## src/rtl/serial_addsub_ctrl.sv

```systemverilog
// Nibble-serial add/subtract unit: one 4-bit slice reused LSB nibble first.
// Optional signed-overflow output enabled by defining SERIAL_ADDSUB_OVF_EN.
module adder4bit (
    input  logic [3:0] a,
    input  logic [3:0] b,
    input  logic       cin,
    output logic [3:0] sum,
    output logic       cout
);
    logic [4:0] total;

    assign total = 5'(a) + 5'(b) + 5'(cin);
    assign sum   = total[3:0];
    assign cout  = total[4];
endmodule

module serial_addsub_ctrl #(
    parameter int NIBBLES = 4
) (
    input  logic                 clk,
    input  logic                 rst_n,
    input  logic                 in_valid,
    output logic                 in_ready,
    input  logic [4*NIBBLES-1:0] a,
    input  logic [4*NIBBLES-1:0] b,
    input  logic                 mode,
    output logic                 out_valid,
    input  logic                 out_ready,
    output logic [4*NIBBLES-1:0] result,
    output logic                 cout,
    output logic                 busy
`ifdef SERIAL_ADDSUB_OVF_EN
    ,
    output logic                 ovf
`endif
);
    localparam int W  = 4 * NIBBLES;
    localparam int IW = $clog2(NIBBLES);
    localparam logic [IW-1:0] LAST = IW'(NIBBLES - 1);

    typedef enum logic [1:0] {
        IDLE = 2'd0,
        RUN  = 2'd1,
        DONE = 2'd2
    } state_t;

    state_t        state_q, state_d;
    logic [W-1:0]  a_q, a_d;
    logic [W-1:0]  b_q, b_d;
    logic          mode_q, mode_d;
    logic [IW-1:0] idx_q, idx_d;
    logic          carry_q, carry_d;
    logic [W-1:0]  acc_q, acc_d;
    logic [W-1:0]  result_q, result_d;
    logic          cout_q, cout_d;
    logic          in_ready_q, in_ready_d;
    logic          out_valid_q, out_valid_d;
    logic          busy_q, busy_d;
    logic          ovf_q, ovf_d;

    logic [3:0]    s_a, s_b, s_sum;
    logic          s_cout;
    logic          accept;

    assign s_a    = a_q[{idx_q, 2'b00} +: 4];
    assign s_b    = b_q[{idx_q, 2'b00} +: 4] ^ {4{mode_q}};
    assign accept = in_valid && in_ready_q;

    adder4bit u_slice (
        .a    (s_a),
        .b    (s_b),
        .cin  (carry_q),
        .sum  (s_sum),
        .cout (s_cout)
    );

    always_comb begin
        state_d     = state_q;
        a_d         = a_q;
        b_d         = b_q;
        mode_d      = mode_q;
        idx_d       = idx_q;
        carry_d     = carry_q;
        acc_d       = acc_q;
        result_d    = result_q;
        cout_d      = cout_q;
        in_ready_d  = in_ready_q;
        out_valid_d = out_valid_q;
        busy_d      = busy_q;
        ovf_d       = ovf_q;
        unique case (state_q)
            IDLE: begin
                in_ready_d = 1'b1;
                if (accept) begin
                    state_d    = RUN;
                    a_d        = a;
                    b_d        = b;
                    mode_d     = mode;
                    idx_d      = '0;
                    carry_d    = mode;
                    in_ready_d = 1'b0;
                    busy_d     = 1'b1;
                end
            end
            RUN: begin
                acc_d[{idx_q, 2'b00} +: 4] = s_sum;
                carry_d = s_cout;
                idx_d   = idx_q + 1'b1;
                if (idx_q == LAST) begin
                    state_d     = DONE;
                    busy_d      = 1'b0;
                    out_valid_d = 1'b1;
                    result_d    = acc_d;
                    cout_d      = s_cout;
                    // operands agree in sign but the sum's sign differs
                    ovf_d = (a_q[W-1] == (b_q[W-1] ^ mode_q))
                         && (s_sum[3] != a_q[W-1]);
                end
            end
            DONE: begin
                if (out_ready) begin
                    state_d     = IDLE;
                    out_valid_d = 1'b0;
                    in_ready_d  = 1'b1;
                end
            end
            default: begin
                state_d     = IDLE;
                in_ready_d  = 1'b0;
                out_valid_d = 1'b0;
                busy_d      = 1'b0;
            end
        endcase
    end

    always_ff @(posedge clk or negedge rst_n) begin
        if (!rst_n) begin
            state_q     <= IDLE;
            a_q         <= '0;
            b_q         <= '0;
            mode_q      <= 1'b0;
            idx_q       <= '0;
            carry_q     <= 1'b0;
            acc_q       <= '0;
            result_q    <= '0;
            cout_q      <= 1'b0;
            in_ready_q  <= 1'b0;
            out_valid_q <= 1'b0;
            busy_q      <= 1'b0;
            ovf_q       <= 1'b0;
        end else begin
            state_q     <= state_d;
            a_q         <= a_d;
            b_q         <= b_d;
            mode_q      <= mode_d;
            idx_q       <= idx_d;
            carry_q     <= carry_d;
            acc_q       <= acc_d;
            result_q    <= result_d;
            cout_q      <= cout_d;
            in_ready_q  <= in_ready_d;
            out_valid_q <= out_valid_d;
            busy_q      <= busy_d;
            ovf_q       <= ovf_d;
        end
    end

    assign in_ready  = in_ready_q;
    assign out_valid = out_valid_q;
    assign busy      = busy_q;
    assign result    = result_q;
    assign cout      = cout_q;
`ifdef SERIAL_ADDSUB_OVF_EN
    assign ovf       = ovf_q;
`else
    logic unused_ovf;
    assign unused_ovf = ovf_q;
`endif
endmodule

```

## config.mk

```make
export PLATFORM = sky130hd
export DESIGN_NAME = serial_addsub_ctrl
export DESIGN_NICKNAME = d
export VERILOG_FILES = /design/src/rtl/serial_addsub_ctrl.sv
export SDC_FILE = /design/constraint.sdc
export NUM_CORES = 1
export LEC_CHECK = 0
export BUFFER_PORTS_ARGS = -buffer_cell sky130_fd_sc_hd__clkbuf_2
export CORE_MARGIN = 1.5
export CORE_UTILIZATION = 51
export DETAILED_ROUTE_END_ITERATION = 8
export PLACE_DENSITY = 0.72
export SLEW_MARGIN = 20
export SYNTH_ARGS = -nofsm -noshare
export SYNTH_HDL_FRONTEND = slang
export SYNTH_SLANG_ARGS = --single-unit
```

## constraint.sdc

```tcl
create_clock -name clk -period 2.7 [get_ports clk]
set_input_delay 0.54 -clock clk [delete_from_list [all_inputs] [get_ports clk]]
set_output_delay 0.54 -clock clk [all_outputs]
set_load 0.01 [all_outputs]
```

## Yosys cells after proc, flatten, opt, wreduce, memory -nomap -nowiden

Cells that the tools add are included.

| cells by class | value |
|---|---|
| bitwise logic cells | 4 |
| shift-type cells | 4 |
| reduce and logical (&&, ||, !) cells | 10 |
| add/subtract/negate cells | 4 |
| equality and inequality tests | 6 |
| mux-type cells | 18 |

Operator list:

| kind | count |
|---|---|
| $shiftx A16 B5 Y4 | 2 |
| $bwmux W16 | 1 |
| $shift A4 B6 Y16 const A | 1 |
| $shiftx A4 B6 Y16 | 1 |
| $pmux W1 S3 | 3 |
| $reduce_and A3 Y1 | 3 |
| $mux W2 | 4 |
| $reduce_and A2 Y1 | 4 |
| $mux W1 | 7 |
| $ne A2 B2 Y1 const B | 3 |
| $neg A4 Y6 | 1 |
| $pmux W2 S3 | 1 |
| $add A4 B4 Y5 | 1 |
| $add A5 B1 Y5 | 1 |
| $eq A2 B2 Y1 const B | 2 |
| $pmux W2 S2 | 1 |
| $xor A4 B4 Y4 | 1 |
| $not A1 Y1 | 3 |
| $add A2 B1 Y2 const B | 1 |
| $eq A2 B1 Y1 const B | 1 |
| $logic_not A2 Y1 | 1 |
| $pmux W1 S2 | 1 |
| $reduce_bool A2 Y1 | 1 |
| $logic_and A1 B1 Y1 | 1 |

| storage, ports and cells | value |
|---|---|
| register bits | 74 |
| word-level logic and storage cells | 58 |
| output and inout port bits | 20 |
| bits of input ports | 37 |

## Depth between registers and ports, before layout

| logic depth | value |
|---|---|
| depth in word-level cells | 6 |
| mapped depth | 9 |
| gate-level depth less buffers | 8 |

## By module

A second synthesis with hierarchy kept.

| second synthesis, totals | value |
|---|---|
| cell total of the unflattened synthesis | 254 |
| area, all modules | 3333.2 um^2 |

Modules (own cells, without submodules):

| module | seq. area each (um^2) | times used | cells an instance | area an instance (um^2) |
|---|---|---|---|---|
| serial_addsub_ctrl | 1751.7 | 1 | 238 | 3189.3 |
| adder4bit | 0.0 | 1 | 16 | 143.9 |

## Worst setup path after synthesis

Ideal clock, no wire load.

| timing path | value |
|---|---|
| path kind | flip-flop to flip-flop |
| start | register idx_q[0] |
| end | register acc_q[2] |
| library setup time | 0.121 ns |
| stages on the path, launching flop included | 9 |
| buffers on the path | 1 |
| data required time | 2.579 ns |
| data arrival time | 2.749 ns |
| clock period less this slack | 2.870 ns |
| path slack | -0.170 ns |
| path through | dfrtp_1 > buf_4 > mux4_2 > xnor2_1 > fa_1 > fa_1 > xnor2_1 > and2_1 > a22o_1 |

| on the way | value |
|---|---|
| cells in the longest elaborated chain, start to end | 6 |
| elaborated cells between the ends (all ways) | 9 |
| those cells by class | add/sub: 3; shift: 4; mux: 1; bitwise: 1 |

Ends and longest elaborated chain:

| item | line | source |
|---|---|---|
| from (decl) | 51 | `logic [IW-1:0] idx_q, idx_d;` |
| from (signal assigned) | 156 | `idx_q <= idx_d;` |
| $shiftx A16 B5 Y4 | 66 | `assign s_b = b_q[{idx_q, 2'b00} +: 4] ^ {4{mode_q}};` |
| $xor A4 B4 Y4 | 66 |  |
| $add A4 B4 Y5 | 12 | `assign total = 5'(a) + 5'(b) + 5'(cin);` |
| $add A5 B1 Y5 | 12 |  |
| $shiftx A4 B6 Y16 | 106 | `acc_d[{idx_q, 2'b00} +: 4] = s_sum;` |
| $bwmux W16 (*) | 106 |  |
| to (signal assigned) | 144 | `acc_q <= '0;` |
| to (signal assigned) | 158 | `acc_q <= acc_d;` |
| to (decl) | 53 | `logic [W-1:0] acc_q, acc_d;` |

Mark *: on every way between the ends. The rest lies on a longest branch, timed or not.
A chain may end at the register's enable or synchronous reset.

## Final worst setup path

| timing path | value |
|---|---|
| start | register idx_q[0] |
| end | register acc_q[15] |

The elaborated chain is that of the path after synthesis.

==> metrics.log <==
INFO  metric timing.final.crit_share = 97.9%
INFO  metric critical_path.max_fanout = 4
INFO  metric initial_core_util = 53.8%
INFO  metric maximum_number_of_pins_on_one_net_before_global_route_repair = 47
INFO  metric place_congestion = 0.889
INFO  metric via_count = about 2700
INFO  metric critical_path_end_type = flop
INFO  metric final_nets = ~460
INFO  metric postSynth.topFlopCell = sky130_fd_sc_hd__dfrtp_1
INFO  metric tightest_slew = 0.743 ns
INFO  metric grt_first_pass_wirelength = about 13 mm
INFO  metric data_required_time_at_the_worst_endpoint = just under 3 ns
INFO  metric chip_width = between 80 and 90 um
INFO  metric drc = 3
INFO  metric portBuffers = 56
INFO  metric timing.hold.worst.class = in -> async
INFO  metric hold_violations = 0
INFO  metric clkLatencyLatePin = ~0.35 ns
INFO  metric worst_setup_path_startpoint = idx_q[0]$_DFFE_PN0P_
INFO  metric finalSetupViolations = 0
INFO  metric cts_tree = done
INFO  metric maxCapViolCount = 0
INFO  metric cts.hold.buffers_added = 0
INFO  metric initialDrtViolationCount = approximately 170
INFO  metric grt.total_usage = 22.1%
INFO  metric critical_path_arrival = 2.88 ns
INFO  metric design.core.area = 6460 um^2
INFO  metric grt_pass1_vias = approximately 2700
INFO  metric mostFrequentLayoutCell = sky130_fd_sc_hd__nand2_1
INFO  metric p_per_area = approximately 1500 nW/um^2
INFO  metric critPathKind = reg -> reg
INFO  metric leakage = approximately 2.1 nW
INFO  metric clock_tree.root_cell = sky130_fd_sc_hd__clkbuf_8
INFO  metric total_global_routing_overflow = 0
INFO  metric syn_to_final_growth = 20.0%
INFO  metric slew_viol_final = 0
INFO  metric yosys.area.top_type = sky130_fd_sc_hd__dfrtp_1
INFO  metric final_cell_mix = 110 x sky130_fd_sc_hd__nand2_1, 73 x sky130_fd_sc_hd__dfrtp_1, 55 x sky130_fd_sc_hd__clkbuf_2
INFO  metric yosys-top-cells-area = sky130_fd_sc_hd__dfrtp_1 53%, sky130_fd_sc_hd__nand2_1 12%, sky130_fd_sc_hd__mux4_2 5.2%, sky130_fd_sc_hd__nor2_1 3.4%, sky130_fd_sc_hd__ha_1 3.2%
INFO  metric finalWorstPathRequiredPeriod = 2.64 ns
INFO  metric finalHoldWorstSlack = 0.217 ns
INFO  metric final_cell_area = between 4000 and 5000 um^2
INFO  metric critical_path.endpoint = acc_q[15]$_DFFE_PN0P_
INFO  metric utilization = 64.5%
INFO  metric ir_drop = 0.827 mV
INFO  metric max-slew-margin-rel = approximately half
INFO  metric chipHeight = approximately 86 um
INFO  metric synthCells = 345
INFO  metric synth_edf_count = 0
INFO  metric number_of_clock_sinks = 74
INFO  metric synth_sequential_area_ratio = around 53%
INFO  metric antenna-diode-count = 0
INFO  metric reg2reg_slack = about 0.056 ns
INFO  metric clockBufferDepth = 2
INFO  metric synth-async-reset-ratio = 100%
INFO  metric cts_max_level = 3
INFO  metric number_of_antenna_violations_at_the_first_check_in_global_routing = 0
INFO  metric reg2reg_from = idx_q[0]$_DFFE_PN0P_
INFO  metric detail_route.wl_per_cell = 14.7 um
INFO  metric antenna_nets_post_route = 0
INFO  metric route.detailed.vias_per_inst = between 5 and 6
INFO  metric finalPower = between 6 and 7 mW
INFO  metric dpl-instance-area = between 3000 and 4000 um^2
INFO  metric synth-warning-count = 0
INFO  metric skew = approximately 0.012 ns
INFO  metric syn_area_cell = approximately 10 um^2
INFO  metric worstReg2RegEnd = acc_q[15]$_DFFE_PN0P_
INFO  metric tritoncts.num_buffers = 9
INFO  metric pin_count = 57
INFO  metric critical_path.startpoint_type = flop
INFO  metric clkSlewWorstSetupHoldPaths = about 0.08 ns
INFO  metric dieArea = roughly 7300 um^2
INFO  metric first_pass_iters = 6
INFO  metric synthesis.nets = approximately 400
INFO  metric routed_wirelength = around 7 mm
INFO  metric unrepaired_setup_endpoints_after_global_routing = true
INFO  metric ys_types = 31
INFO  metric fillers = between 500 and 600
INFO  metric floorplan.rows = 29
INFO  metric run_status = finished, violations left
INFO  metric fmax = ~0.38 GHz
INFO  metric dp_hpwl = 5.08 mm
INFO  metric portion_of_synthesized_cell_area_occupied_by_the_leading_cell_type = between 50% and 60%
INFO  metric violated_checks = DRC
INFO  metric layout-drive-gt1-share = 27.0%
INFO  metric yosys_reg_bits = 74
INFO  metric ff2ff_path_depth = 8
INFO  metric post_synth_instance_area = about 3500 um^2
==> worst max-delay path: stages (launching register included) <==
cell and delay (ns):
sky130_fd_sc_hd__dfrtp_2 0.42, sky130_fd_sc_hd__buf_6 0.12, sky130_fd_sc_hd__mux4_2 0.52, sky130_fd_sc_hd__xnor2_2 0.17, sky130_fd_sc_hd__ha_1 0.32, sky130_fd_sc_hd__a21o_2 0.21
sky130_fd_sc_hd__or3_4 0.37, sky130_fd_sc_hd__and2_4 0.19, sky130_fd_sc_hd__a32o_1 0.22
==> layer usage <==
layer	global-route usage, %	up-vias	wire [um]
met3	3.56	12	379
li1	-	1293	-
met2	35.2	94	3430
met4	9.38	0	118
met5	0	-	0
met1	30.5	1271	3280
==> through the flow <==
| stage | TNS (ns) | worst slack (ns) | instances |
|---|---|---|---|
| 2_1_floorplan | 0 | 0.0101 | 345 |
| 3_3_place_gp | 0 | 0.0618 | 473 |
| 3_5_place_dp | 0 | 0.0257 | 473 |
| 4_1_cts | 0 | 0.0225 | 490 |
| 5_1_grt | -0.145 | -0.0318 | 492 |
| 6_report | 0 | 0.0563 | 492 |
==> cell families (layout without fill, tap and decap cells) <==
kind of cell | Yosys count | count (layout) | share of synthesized area [%]
compound gates | 54 | 54 | 11.1
xor+xnor | 5 | 5 | 1.26
fa+ha+maj | 11 | 11 | 4.40
buf+inv | 30 | 100 | 3.78
flops | 74 | 74 | 53.3
mux | 8 | 8 | 5.19
simple gates | 163 | 163 | 20.9
==> cell type report <==
type / instances / area, um^2 / area share (%)
inverter: 15 / 56.3 / 1.35
timing repair buffer: 69 / 394 / 9.46
tap: 77 / 96.3 / 2.31
clock inverter: 7 / 93.8 / 2.25
multi-input combinational: 241 / 1550 / 37.2
clock buffer: 9 / 124 / 2.97
sequential: 74 / 1850 / 44.5
==> registers in the layout, summed over array words and instances (netlist names) <==
register	flops
busy	1
mode_q	1
state_q	2
b_q	16
acc_q	16
a_q	16
carry_q	1
out_valid	1
cout	1
in_ready	1
idx_q	2
result	16
==> how the worst min path moves through the flow <==
stage	start	endpoint	slack [ns]	cells after the start
after floorplan	rst_n	a_q[0]$_DFFE_PN0P_	0.24	0
after global placement	b_q[14]$_DFFE_PN0P_	b_q[14]$_DFFE_PN0P_	0.46	2
after detailed placement	a_q[13]$_DFFE_PN0P_	a_q[13]$_DFFE_PN0P_	0.46	2
after CTS	rst_n	result[14]$_DFFE_PN0P_	0.24	1
after global routing	rst_n	acc_q[10]$_DFFE_PN0P_	0.26	1
final	rst_n	a_q[6]$_DFFE_PN0P_	0.22	1
==> power by group <==
group	total, mW	internal (mW)	switching [mW]
Combinational	3.55	1.59	1.96
Sequential	1.95	1.62	0.325
Clock	0.938	0.518	0.420
Total	6.43	3.73	2.71
==> repair_timing <==
| action | CTS | global route |
|---|---|---|
| setup buffers | 1 | 2 |
| pin swaps | 0 | 13 |
| endpoints found under the setup margin | 1 | 11 |
| resized for setup | 0 | 9 |
==> cell usage after synthesis, drive strengths merged (2+ instances only) <==
library cell / instances
nand2b: 2
a21oi: 12
xnor2: 5
nor3: 2
ha: 9
a221oi: 10
fa: 2
mux4: 8
nand3: 6
a22o: 12
nor2: 31
a32o: 4
inv: 15
dfrtp: 74
nor2b: 3
o21ai: 12
nor4b: 2
or3: 2
nand2: 110
a21o: 2
clkbuf: 4
and2: 3
buf: 11
No activity file was read; power rests on OpenSTA's default activity.
